## config.mk

```make
export PLATFORM = sky130hd
export DESIGN_NAME = synclk_gen
export DESIGN_NICKNAME = d
export VERILOG_FILES = /design/src/rtl/synclk_gen.sv
export SDC_FILE = /design/constraint.sdc
export NUM_CORES = 1
export LEC_CHECK = 0
export ABC_AREA = 1
export CAP_MARGIN = 15
export CORE_ASPECT_RATIO = 1.25
export CORE_MARGIN = 4
export CORE_UTILIZATION = 50
export DETAILED_ROUTE_END_ITERATION = 7
export PLACE_DENSITY = 0.72
export SYNTH_ARGS = -nofsm -noshare
export SYNTH_HDL_FRONTEND = slang
export SYNTH_SLANG_ARGS = --single-unit
export TNS_END_PERCENT = 1
```

## constraint.sdc

```tcl
create_clock -name Clk -period 7.7 [get_ports Clk]
set_input_delay 1.925 -clock Clk [delete_from_list [all_inputs] [get_ports Clk]]
set_output_delay 1.925 -clock Clk [all_outputs]
set_load 0.005 [all_outputs]
```

## src/rtl/synclk_gen.sv

```systemverilog
// Programmable sync-clock generator: emits Period-cycle pulses with HighTime
// cycles high, either as a fixed-length burst or continuously until stopped.
module synclk_gen #(
  parameter int CNT_W = 16
) (
  input  logic             Clk,
  input  logic             Reset,
  input  logic             Start,
  input  logic             Stop,
  input  logic [CNT_W-1:0] Period,
  input  logic [CNT_W-1:0] HighTime,
  input  logic [7:0]       Burst,
  input  logic             ClearCout,
  output logic             Synclk,
  output logic [7:0]       SynclkCout,
  output logic             Busy,
  output logic             Done,
  output logic             CfgErr
);

  typedef enum logic [1:0] {IDLE, HIGH, LOW} state_t;

  state_t           state, state_nxt;
  logic [CNT_W-1:0] period_q, high_q, phase_cnt;
  logic [7:0]       burst_q, pulse_cnt;
  logic             stop_pend;
  logic             cfg_ok, start_req, high_done, low_done, finish;
  logic             enter_high, done_nxt, cfg_err_nxt;

  // Synclk and Busy decode straight from the state register, so they are glitch-free.
  assign Synclk = (state == HIGH);
  assign Busy   = (state != IDLE);

  always_comb begin
    state_nxt   = state;
    enter_high  = 1'b0;
    done_nxt    = 1'b0;
    cfg_err_nxt = 1'b0;
    cfg_ok      = (Period >= CNT_W'(2)) && (HighTime >= CNT_W'(1)) && (HighTime < Period);
    start_req   = (state == IDLE) && Start && !Stop;
    high_done   = (phase_cnt == high_q);
    low_done    = (phase_cnt == (period_q - high_q));
    // A Stop arriving in the final LOW cycle still lets this period finish cleanly.
    finish      = stop_pend || Stop || ((burst_q != 8'd0) && (pulse_cnt == burst_q));

    case (state)
      IDLE: begin
        if (start_req) begin
          if (cfg_ok) begin
            state_nxt  = HIGH;
            enter_high = 1'b1;
          end else begin
            cfg_err_nxt = 1'b1;
          end
        end
      end
      HIGH: begin
        if (high_done) state_nxt = LOW;
      end
      LOW: begin
        if (low_done) begin
          if (finish) begin
            state_nxt = IDLE;
            done_nxt  = 1'b1;
          end else begin
            state_nxt  = HIGH;
            enter_high = 1'b1;
          end
        end
      end
      default: state_nxt = IDLE;
    endcase
  end

  always_ff @(posedge Clk) begin
    if (Reset) begin
      state      <= IDLE;
      period_q   <= '0;
      high_q     <= '0;
      burst_q    <= '0;
      phase_cnt  <= '0;
      pulse_cnt  <= '0;
      stop_pend  <= 1'b0;
      SynclkCout <= '0;
      Done       <= 1'b0;
      CfgErr     <= 1'b0;
    end else begin
      state  <= state_nxt;
      Done   <= done_nxt;
      CfgErr <= cfg_err_nxt;

      if (start_req) begin
        period_q <= Period;
        high_q   <= HighTime;
        burst_q  <= Burst;
      end

      // Phase counter restarts at 1 on every state change so it equals cycles spent in the phase.
      if (state_nxt != state) phase_cnt <= CNT_W'(1);
      else if (state != IDLE) phase_cnt <= phase_cnt + CNT_W'(1);

      if (enter_high) pulse_cnt <= (state == IDLE) ? 8'd1 : pulse_cnt + 8'd1;

      if (state_nxt == IDLE) stop_pend <= 1'b0;
      else if (Stop)         stop_pend <= 1'b1;

      if (ClearCout)       SynclkCout <= 8'd0;
      else if (enter_high) SynclkCout <= SynclkCout + 8'd1;
    end
  end

endmodule

```

==> results of run 1 <==
==> final cells by class <==
type / instances / area [um2] / share of cell area [%]
clock buffer: 9 / 225 / 3.64
multi-input combinational: 567 / 3190 / 51.6
tap: 129 / 161 / 2.61
sequential: 77 / 1540 / 24.9
inverter: 109 / 409 / 6.62
timing repair buffer: 58 / 576 / 9.31
clock inverter: 7 / 80.1 / 1.30
==> worst reg2reg max path: stages (launching register included) <==
cell     delay (ns)
dfxtp_1        0.31
inv_1          0.07
ha_1           0.23
fa_1           0.39
inv_1          0.12
nand2_1        0.06
nand2_1        0.12
nand2_2        0.08
nand2_1        0.06
nand2_1        0.05
inv_1          0.05
nand3_1        0.08
nor2_1         0.17
nand3_2        0.11
nor2_4         0.12
nand4_4        0.14
nor2_4         0.14
nand2_2        0.07
nand2_2        0.38
nor2_1         0.12
nand2_1        0.42
nor2_1         0.10
==> registers in the layout, summed over array words and instances, names as in the netlist <==
signal,count
high_q,16
SynclkCout,8
period_q,16
burst_q,8
phase_cnt,16
stop_pend,1
Done,1
CfgErr,1
state,2
pulse_cnt,8
==> synth_stat cells (6+ instances only) <==
master    number
nand2_1      156
nand3_1       43
xnor2_1       20
a21oi_2        6
nand2_2       22
nor3_1         6
nor2_1        85
ha_1          33
nor4_1        10
dfxtp_1       77
a21oi_1       61
clkbuf_1      14
inv_1        103
nand4_1       15
xor2_1        37
o21ai_0       46
==> kinds of logic (layout without fill, tap and decap cells) <==
family	Yosys count	after routing	synth area share (%)
xor+xnor	57	57	9.46
compound gates	118	118	11.9
simple gates	358	358	30.9
fa+ha+maj	34	34	8.21
flops	77	77	29.2
buf+inv	133	183	10.3
==> worst min path at each step <==
stage	cells past startpoint	slack (ns)	to
global placement	2	0.46	stop_pend$_SDFFE_PP0P_
finish	2	0.49	stop_pend$_SDFFE_PP0P_
global route	2	0.50	stop_pend$_SDFFE_PP0P_
floorplan	2	0.44	period_q[0]$_SDFFE_PP0P_
detailed placement	2	0.48	stop_pend$_SDFFE_PP0P_
CTS	2	0.49	stop_pend$_SDFFE_PP0P_
==> layout by cell type (no fill, tap or decap), types with 9 or more instances in the layout <==
cell type	instances
nand2_1	156
inv_1	103
nor2_1	85
dfxtp_1	77
a21oi_1	61
clkdlybuf4s50_1	56
o21ai_0	46
nand3_1	43
xor2_1	37
ha_1	33
nand2_2	22
xnor2_1	20
nand4_1	15
nor4_1	10
clkbuf_16	9
==> power by group through the flow <==
stage                     Clock [mW]  Combinational (mW)  Sequential, mW
after floorplan                    0               0.234           0.434
after global placement             0               0.297           0.438
after detailed placement           0               0.305           0.438
after CTS                      0.443               0.308           0.429
after global routing           0.464               0.351           0.431
final                          0.436               0.308           0.429
==> layer usage <==
layer	track usage (%)	part of all wire, %	vias up
met4	8.20	3.1	0
met3	4.72	4.1	31
met2	33.5	46	107
met1	27.1	47	2194
met5	0	0	-
li1	-	-	2581
==> through the flow <==
step | util, % | hold WS, ns | std cells | setup WS, ns
after detailed placement | 57.6 | 0.475 | 940 | 2.55
after CTS | 60.6 | 0.491 | 956 | 2.94
after floorplan | - | 0.435 | 777 | 4.12
after global placement | 57.6 | 0.461 | 940 | 2.74
after global routing | 60.6 | 0.504 | 956 | 2.53
final | 60.6 | 0.490 | 956 | 2.96
==> run_results.csv, run 1 <==
group,metric,value,unit
pwr,p_int,0.791,mW
sta,fmax,211,MHz
global_routing,grt_util_all_layers,20.9,%
sta,setup_viol,0,
pwr,leakage,2.79,nW
sta,skew,0.00977,ns
sta,fin_crit_sh,61.5,%
yosys,ys_async_sr_fraction,0,%
finish,syn2layout_area_growth,17.2,%
yosys,syn-num-nets,856,
run,cap_viol_max_count,0,
sta,setup-tns-final,0,ns
route,vias_per_cell,5.14,
setup_path,rr_endpoint,"phase_cnt[10]$_SDFFE_PP0N_",
pwr,total_power,1.17,mW
setup_path,cp.depth,10,
setup_path,slowest_stage,"inv_1",
sta,finalHoldViolations,0,
floorplan,floorplan.io_pins,57,
clocking,post-cts-setup-buffer-count,0,
setup_path,crit_arrival,4.95,ns
global_routing,grt_pass1_wl,20600,um
placement,dp_hpwl,9890,um
clocking,cts.repair.resized,0,
pwr,powerDensity,190,nW/um2
route,wl,12400,um
sta,tightest_slew,0.989,ns
yosys,synth_top_area_cell,"dfxtp_1",
yosys,ys_types,39,
setup_path,r2r_cells,21,
setup_path,path_max_fanout,43,
route,drtIter0Drc,297,
yosys,synth_top_area_share,29.2,%
yosys,synth_edf_count,0,
pwr,clock_power_share,37.2,%
yosys,ys.flop_type,"dfxtp_1",
pwr,switching_share,32.6,%
setup_path,path_cells,"clkdlybuf4s50_1 -> inv_1 -> nand3_1 -> buf_4 -> inv_1 -> nand4_1 -> nand2_2 -> nor2_1 -> nand2_1 -> nor2_1",
clocking,cts_buffers,9,
global_routing,grt_max_degree,47,
sta,finalMaxSlewViolations,0,
floorplan,dieHeight,123,um
setup_path,reg2reg_setup_slack,4.16,ns
setup_path,start_kind,"input port",
floorplan,die_w,99.9,um
yosys,seq_area_frac_synth,29.2,%
route,wl_per_cell,13.0,um
clocking,hold_buffers,0,
clocking,clkTransAtPathRegs,0.07,ns
yosys,synth_warnings,0,
floorplan,row_count,41,
yosys,synthTopCellsByArea,"dfxtp_1 29%, nand2_1 11%, ha_1 7.8%",
finish,insertedDiodeCount,0,
clocking,cts-root-buf,"clkbuf_16",
global_routing,antenna_found_initial,0,
pwr,combPwrFrac,26.3,%
route,detail-route-antenna-nets,0,
clocking,htreeDepth,3,
setup_path,slowest_delay,0.76,ns
worst_hold_path,hp-start,"stop_pend$_SDFFE_PP0P_",
global_routing,grt_pass1_vias,4592,
pwr,peakVddDrop,113,uV
finish,finalInstanceArea,6180,um2
finish,fillers,924,
outcome,status,"completed",
setup_path,cpLargestDelayFamily,"simple AND/OR/NAND/NOR gates",
global_routing,grt.overflow.total,0,
clocking,clock_latency,0.35,ns
sta,period_needed,4.74,ns
yosys,ys_seq_elements,77,
placement,post_dp_cell_area,5880,um2
floorplan,dieArea,12300,um2
clocking,clock_path_buffers,2,
pwr,p_sw,0.383,mW
worst_hold_path,hold_class,"flop to flop",
yosys,syn_area_per_cell,6.79,um2
clocking,cts.sinks,77,
floorplan,core,10200,um2
setup_path,cp-endpoint,"phase_cnt[10]$_SDFFE_PP0N_",
sta,grt_setup_unrepaired,"false",
setup_path,critPathRequiredTime,7.91,ns
setup_path,worstSetupEndpointType,"flop",
finish,final_nets,901,
placement,io_buffers,56,
sta,relSlewSlack,33.6,%
route,vias,4913,
setup_path,path_buf_inv,4,
finish,drive_above_1_share,7.74,%
clocking,cts_tree,"done",
placement,gp_congestion,0.925,
pwr,p_seq_share,36.6,%
route,drc,0,
yosys,netlist_area,5280,um2
setup_path,worstReg2RegStart,"period_q[0]$_SDFFE_PP0P_",
yosys,syn_inst,777,
setup_path,worstSetupPathType,"input port to flop",
setup_path,critPathLaunch,"Stop",
floorplan,start_util,51.7,%
route,drt_first_pass_iters,5,
No activity file was read; power rests on OpenSTA's default activity.
==> run 2, diff against run 1 <==
--- a/config.mk
+++ b/config.mk
@@ -11,7 +11,7 @@
 export CORE_MARGIN = 4
 export CORE_UTILIZATION = 50
 export DETAILED_ROUTE_END_ITERATION = 7
-export PLACE_DENSITY = 0.72
+export PLACE_DENSITY = 0.75
 export SYNTH_ARGS = -nofsm -noshare
 export SYNTH_HDL_FRONTEND = slang
 export SYNTH_SLANG_ARGS = --single-unit
==> constraint.sdc (replaced) <==
create_clock -name Clk -period 4 [get_ports Clk]
set_input_delay 1 -clock Clk [delete_from_list [all_inputs] [get_ports Clk]]
set_output_delay 1 -clock Clk [all_outputs]
set_load 0.005 [all_outputs]
==> run_results.csv, run 2 (same netlist as run 1, synthesis figures left out) <==
group,metric,value,unit
outcome,status,"completed",
sta,skew,0.00583,ns
setup_path,slowest_delay,0.49,ns
floorplan,floorplan.io_pins,57,
sta,setup_viol,0,
global_routing,grt_pass1_vias,4776,
clocking,clock_path_buffers,2,
floorplan,core,10200,um2
finish,reg_top3,"high_q: 16 flops, period_q: 16 flops, phase_cnt: 16 flops",
global_routing,grt_use_met3,3.75,%
global_routing,grt_pass1_wl,21800,um
worst_hold_path,hp-start,"high_q[7]$_SDFFE_PP0P_",
floorplan,dieHeight,123,um
finish,insertedDiodeCount,0,
global_routing,use_met2,36.1,%
pwr,powerDensity,368,nW/um2
route,drt_first_pass_iters,6,
route,wl_per_cell,13.6,um
setup_path,critPathRequiredTime,4.22,ns
setup_path,path_max_fanout,19,
clocking,cts_buffers,9,
global_routing,gr-usage-met1,28.6,%
sta,fmax,307,MHz
clocking,cts-root-buf,"clkbuf_16",
clocking,cts.repair.resized,0,
clocking,htreeDepth,3,
finish,multi_input_area,3190,um2
finish,fillers,951,
global_routing,grt_util_all_layers,22.0,%
placement,gp_congestion,0.915,
route,wl,13100,um
route,vias_per_cell,5.23,
sta,fin_crit_sh,81.4,%
global_routing,grt_max_degree,46,
setup_path,worstSetupPathType,"input port to flop",
setup_path,slowest_stage,"clkdlybuf4s50_1",
pwr,p_int,1.54,mW
sta,grt_setup_unrepaired,"false",
pwr,leakage,2.81,nW
clocking,clock_latency,0.34,ns
sta,hold_ws,0.486,ns
global_routing,grt-busiest-layer,"met2",
clocking,hold_buffers,0,
finish,final_common_cell,"nand2_1",
floorplan,start_util,51.7,%
pwr,p_seq_share,36.2,%
setup_path,crit_arrival,3.47,ns
pwr,switching_share,32.6,%
sta,period_needed,3.26,ns
setup_path,cpLargestDelayFamily,"buffers and inverters",
route,vias,5017,
worst_hold_path,hold_class,"flop to flop",
global_routing,grt.overflow.total,0,
route,drtIter0Drc,314,
clocking,clkTransAtPathRegs,0.06,ns
placement,post_dp_cell_area,5900,um2
setup_path,worstReg2RegStart,"period_q[0]$_SDFFE_PP0P_",
setup_path,start_kind,"input port",
finish,syn2layout_area_growth,17.7,%
route,detail-route-antenna-nets,0,
pwr,peakVddDrop,233,uV
setup_path,critPathLaunch,"Period[1]",
clocking,post-cts-setup-buffer-count,0,
placement,io_buffers,56,
floorplan,die_w,99.9,um
placement,dp_hpwl,10200,um
finish,regArea,1540,um2
finish,final_nets,904,
sta,tightest_slew,0.549,ns
sta,finalHoldViolations,0,
setup_path,cpMostUsedCell,"nand2_1",
finish,finalInstanceArea,6210,um2
sta,finalMaxSlewViolations,0,
setup_path,worstSetupEndpointType,"flop",
setup_path,path_buf_inv,4,
sta,relSlewSlack,63.3,%
pwr,combPwrFrac,26.5,%
finish,mostFrequentLayoutCells,"156 x nand2_1, 103 x inv_1, 85 x nor2_1",
floorplan,dieArea,12300,um2
route,drc,0,
clocking,cts.sinks,77,
setup_path,path_cells,"clkdlybuf4s50_1 -> inv_1 -> ha_1 -> o21ai_0 -> nand2_1 -> nand3_1 -> nand2_1 -> nand3_1 -> a21oi_1 -> o21ai_0 -> nand4_1 -> nand2_2 -> buf_4 -> inv_2 -> nand2_1 -> a21oi_2",
floorplan,row_count,41,
pwr,clock_power_share,37.3,%
sta,setup-tns-final,0,ns
finish,drive_above_1_share,8.07,%
pwr,p_sw,0.746,mW
global_routing,antenna_found_initial,0,
clocking,cts_tree,"done",
run,cap_viol_max_count,0,
==> run 2: cell types whose count changed in the layout (fill, tap and decap cells not counted), sizes merged <==
cell    before  now
inv        110  108
buf          2    5
clkinv       4    5
clkbuf       9   10
==> run 2: routing by layer <==
metal,up-vias,share of wire [%]
li1,2591,-
met1,2272,46
met2,133,47
met3,21,4.4
met4,0,2.6
met5,-,0
==> run 2: cell type report <==
class                      instances  area share, %
multi-input combinational        567           51.4
clock buffer                      10           3.85
clock inverter                     6           1.15
sequential                        77           24.8
tap                              129           2.60
timing repair buffer              61           9.63
inverter                         109           6.59
==> run 2: power by group through the flow <==
stage          logic, mW  clock network [mW]  registers [mW]
2_1_floorplan      0.451                   0           0.836
3_3_place_gp       0.581                   0           0.842
3_5_place_dp       0.597                   0           0.844
4_1_cts            0.603               0.862           0.827
5_1_grt            0.684               0.895           0.831
6_report           0.605               0.851           0.828
==> run 2: worst register-to-register path, stage by stage (launching register included) <==
cell,delay [ns]
dfxtp_1,0.31
inv_1,0.08
ha_1,0.23
fa_1,0.39
inv_1,0.14
nand2_1,0.06
nand2_1,0.12
nand3_2,0.09
nand2_1,0.09
nand2_1,0.08
nand3_1,0.09
nand2_1,0.10
nor3_2,0.20
nand4_4,0.20
nor2_4,0.14
nand2_2,0.07
nand2_2,0.09
buf_4,0.27
inv_2,0.17
nand2_1,0.10
a21oi_2,0.05
==> run 2: path summary, 6_finish.rpt <==
check                                                 end  slack, ns  cells after the start
worst max-delay path            pulse_cnt[6]$_SDFFE_PP0P_       0.74                     16
worst min-delay path               high_q[7]$_SDFFE_PP0P_       0.49                      2
worst max register to register  pulse_cnt[6]$_SDFFE_PP0P_       0.80                     20
worst min register to register     high_q[7]$_SDFFE_PP0P_       0.49                      2
==> run 2: per-stage QoR <==
step / std cells / util, % / power [mW] / setup WS [ns]
3_5_place_dp: 943 / 57.8 / 1.44 / 0.383
3_3_place_gp: 943 / 57.8 / 1.42 / 0.512
5_1_grt: 959 / 60.8 / 2.41 / 0.452
2_1_floorplan: 777 / - / 1.29 / 1.35
4_1_cts: 959 / 60.8 / 2.29 / 0.744
6_report: 959 / 60.8 / 2.28 / 0.743
==> run 3, diff against run 2 <==
==> constraint.sdc (replaced) <==
create_clock -name Clk -period 2.9 [get_ports Clk]
set_input_delay 0.725 -clock Clk [delete_from_list [all_inputs] [get_ports Clk]]
set_output_delay 0.725 -clock Clk [all_outputs]
set_load 0.005 [all_outputs]
==> run_results.csv, run 3 (same netlist as run 1, synthesis figures left out) <==
group,metric,value,unit
outcome,status,"completed",
setup_path,start_kind,"flop",
clocking,cts_tree,"done",
run,cap_viol_max_count,0,
pwr,total_power,3.14,mW
placement,post_dp_cell_area,6090,um2
clocking,clock_latency,0.34,ns
route,drc,0,
finish,final_nets,937,
worst_hold_path,hold_class,"flop to flop",
global_routing,grt_pass1_wl,21700,um
finish,syn2layout_area_growth,24.2,%
finish,insertedDiodeCount,0,
finish,finalInstanceArea,6550,um2
route,drtIter0Drc,323,
sta,period_needed,2.84,ns
global_routing,grt_util_all_layers,22.0,%
clocking,cts-root-buf,"clkbuf_16",
setup_path,path_max_fanout,5,
route,vias,5157,
clocking,cts.sinks,77,
setup_path,slowest_delay,0.53,ns
clocking,cts_buffers,9,
placement,placedCellCount,967,
setup_path,worstReg2RegStart,"period_q[0]$_SDFFE_PP0P_",
global_routing,antenna_found_initial,0,
floorplan,dieHeight,123,um
finish,utilization,64.2,%
setup_path,worstSetupPathType,"flop to flop",
route,wl_per_cell,13.2,um
sta,relSlewSlack,62.3,%
route,wl,13100,um
global_routing,grt_max_degree,46,
floorplan,start_util,51.7,%
finish,mostFrequentLayoutCells,"154 x nand2_1, 101 x inv_1, 83 x nor2_1",
sta,tightest_slew,0.561,ns
worst_hold_path,hp-start,"stop_pend$_SDFFE_PP0P_",
sta,fin_crit_sh,98.1,%
route,vias_per_cell,5.20,
placement,dp_hpwl,10400,um
finish,final_common_cell,"nand2_1",
setup_path,critPathRequiredTime,3.17,ns
setup_path,slowest_stage,"fa_2",
clocking,htreeDepth,3,
sta,grt_setup_unrepaired,"true",
finish,instances_no_fill,992,
floorplan,dieArea,12300,um2
clocking,clock_path_buffers,2,
sta,skew,0.0105,ns
placement,io_buffers,56,
floorplan,die_w,99.9,um
setup_path,path_buf_inv,3,
sta,setup_viol,0,
sta,finalMaxSlewViolations,0,
global_routing,grt.overflow.total,0,
floorplan,floorplan.io_pins,57,
floorplan,row_count,41,
route,drt_first_pass_iters,5,
clocking,hold_buffers,0,
route,detail-route-antenna-nets,0,
pwr,powerDensity,480,nW/um2
global_routing,grt_pass1_vias,4911,
setup_path,critPathLaunch,"period_q[0]$_SDFFE_PP0P_",
sta,finalHoldViolations,0,
setup_path,path_cells,"inv_2 -> ha_4 -> fa_2 -> xor2_1 -> nand2_1 -> nor2_1 -> nand3_1 -> nor2_2 -> nand3_2 -> nor2_4 -> nand4_4 -> nor2_4 -> nand2_2 -> nand2_4 -> buf_12 -> buf_4 -> nand2_2 -> a21oi_2",
finish,reg_top3,"high_q: 16 flops, period_q: 16 flops, phase_cnt: 16 flops",
pwr,leakage,2.98,nW
finish,drive_above_1_share,12.7,%
sta,fmax,352,MHz
clocking,clkTransAtPathRegs,0.06,ns
floorplan,core,10200,um2
sta,hold_ws,0.478,ns
placement,gp_congestion,0.894,
finish,fillers,867,
setup_path,worstSetupEndpointType,"flop",
pwr,peakVddDrop,314,uV
setup_path,cpLargestDelayFamily,"simple AND/OR/NAND/NOR gates",
setup_path,crit_arrival,3.12,ns
-- run 3: changes by cell type in the layout (fill, tap and decap cells not counted), sizes merged --
cell,before,now
buf,5,38
clkbuf,10,11
clkinv,5,4
-- run 3: what timing repair did --
action                                  4_1_cts  5_1_grt
gates resized for setup                      11       10
gates cloned                                  1        1
setup buffers                                 6        1
pin swaps                                     8        7
endpoints found under the setup margin       30       31
-- run 3: per-layer routing --
metal / GRT usage (%) / part of all wire (%) / vias to the layer above
met5: 0 / 0 / -
met4: 8.71 / 2.8 / 0
met3: 4.83 / 4.7 / 26
met2: 37.2 / 48 / 132
met1: 27.0 / 45 / 2344
li1: - / - / 2655
-- run 3: cell type report --
type                       instances  area, um2  share of cell area [%]
clock buffer                      11        233                    3.55
tap                              129        161                    2.46
inverter                         109        409                    6.25
multi-input combinational        567       3230                    49.3
clock inverter                     5       60.1                   0.917
sequential                        77       1540                    23.5
timing repair buffer              94        915                    14.0
-- run 3: power by group --
part	leakage [nW]	internal [mW]	switching [mW]
clock	0.140	0.670	0.445
combinational	2.21	0.368	0.518
sequential	0.629	1.10	0.0370
total	2.98	2.14	1.00
-- run 3: worst paths after layout --
kind | end | slack (ns) | cells after the start
worst max-delay path | SynclkCout[3]$_SDFFE_PP0P_ | 0.06 | 18
worst min-delay path | stop_pend$_SDFFE_PP0P_ | 0.48 | 2
worst max register to register | SynclkCout[3]$_SDFFE_PP0P_ | 0.06 | 18
worst min register to register | stop_pend$_SDFFE_PP0P_ | 0.48 | 2
-- run 3: metrics by stage --
stage,TNS (ns),setup WS (ns)
after floorplan,0,0.292
after global placement,-2.18,-0.112
after detailed placement,-4.87,-0.206
after CTS,0,0.00856
after global routing,-1.63,-0.0958
final,0,0.0560
-- run 3: worst register-to-register path, cell delays in order (launching register included) --
cell and delay [ns]:
dfxtp_2 0.32, inv_2 0.05, ha_4 0.16, fa_2 0.53, xor2_1 0.17, nand2_1 0.08, nor2_1 0.09, nand3_1 0.11
nor2_2 0.13, nand3_2 0.10, nor2_4 0.12, nand4_4 0.13, nor2_4 0.13, nand2_2 0.08, nand2_4 0.12, buf_12 0.13
buf_4 0.13, nand2_2 0.05, a21oi_2 0.13
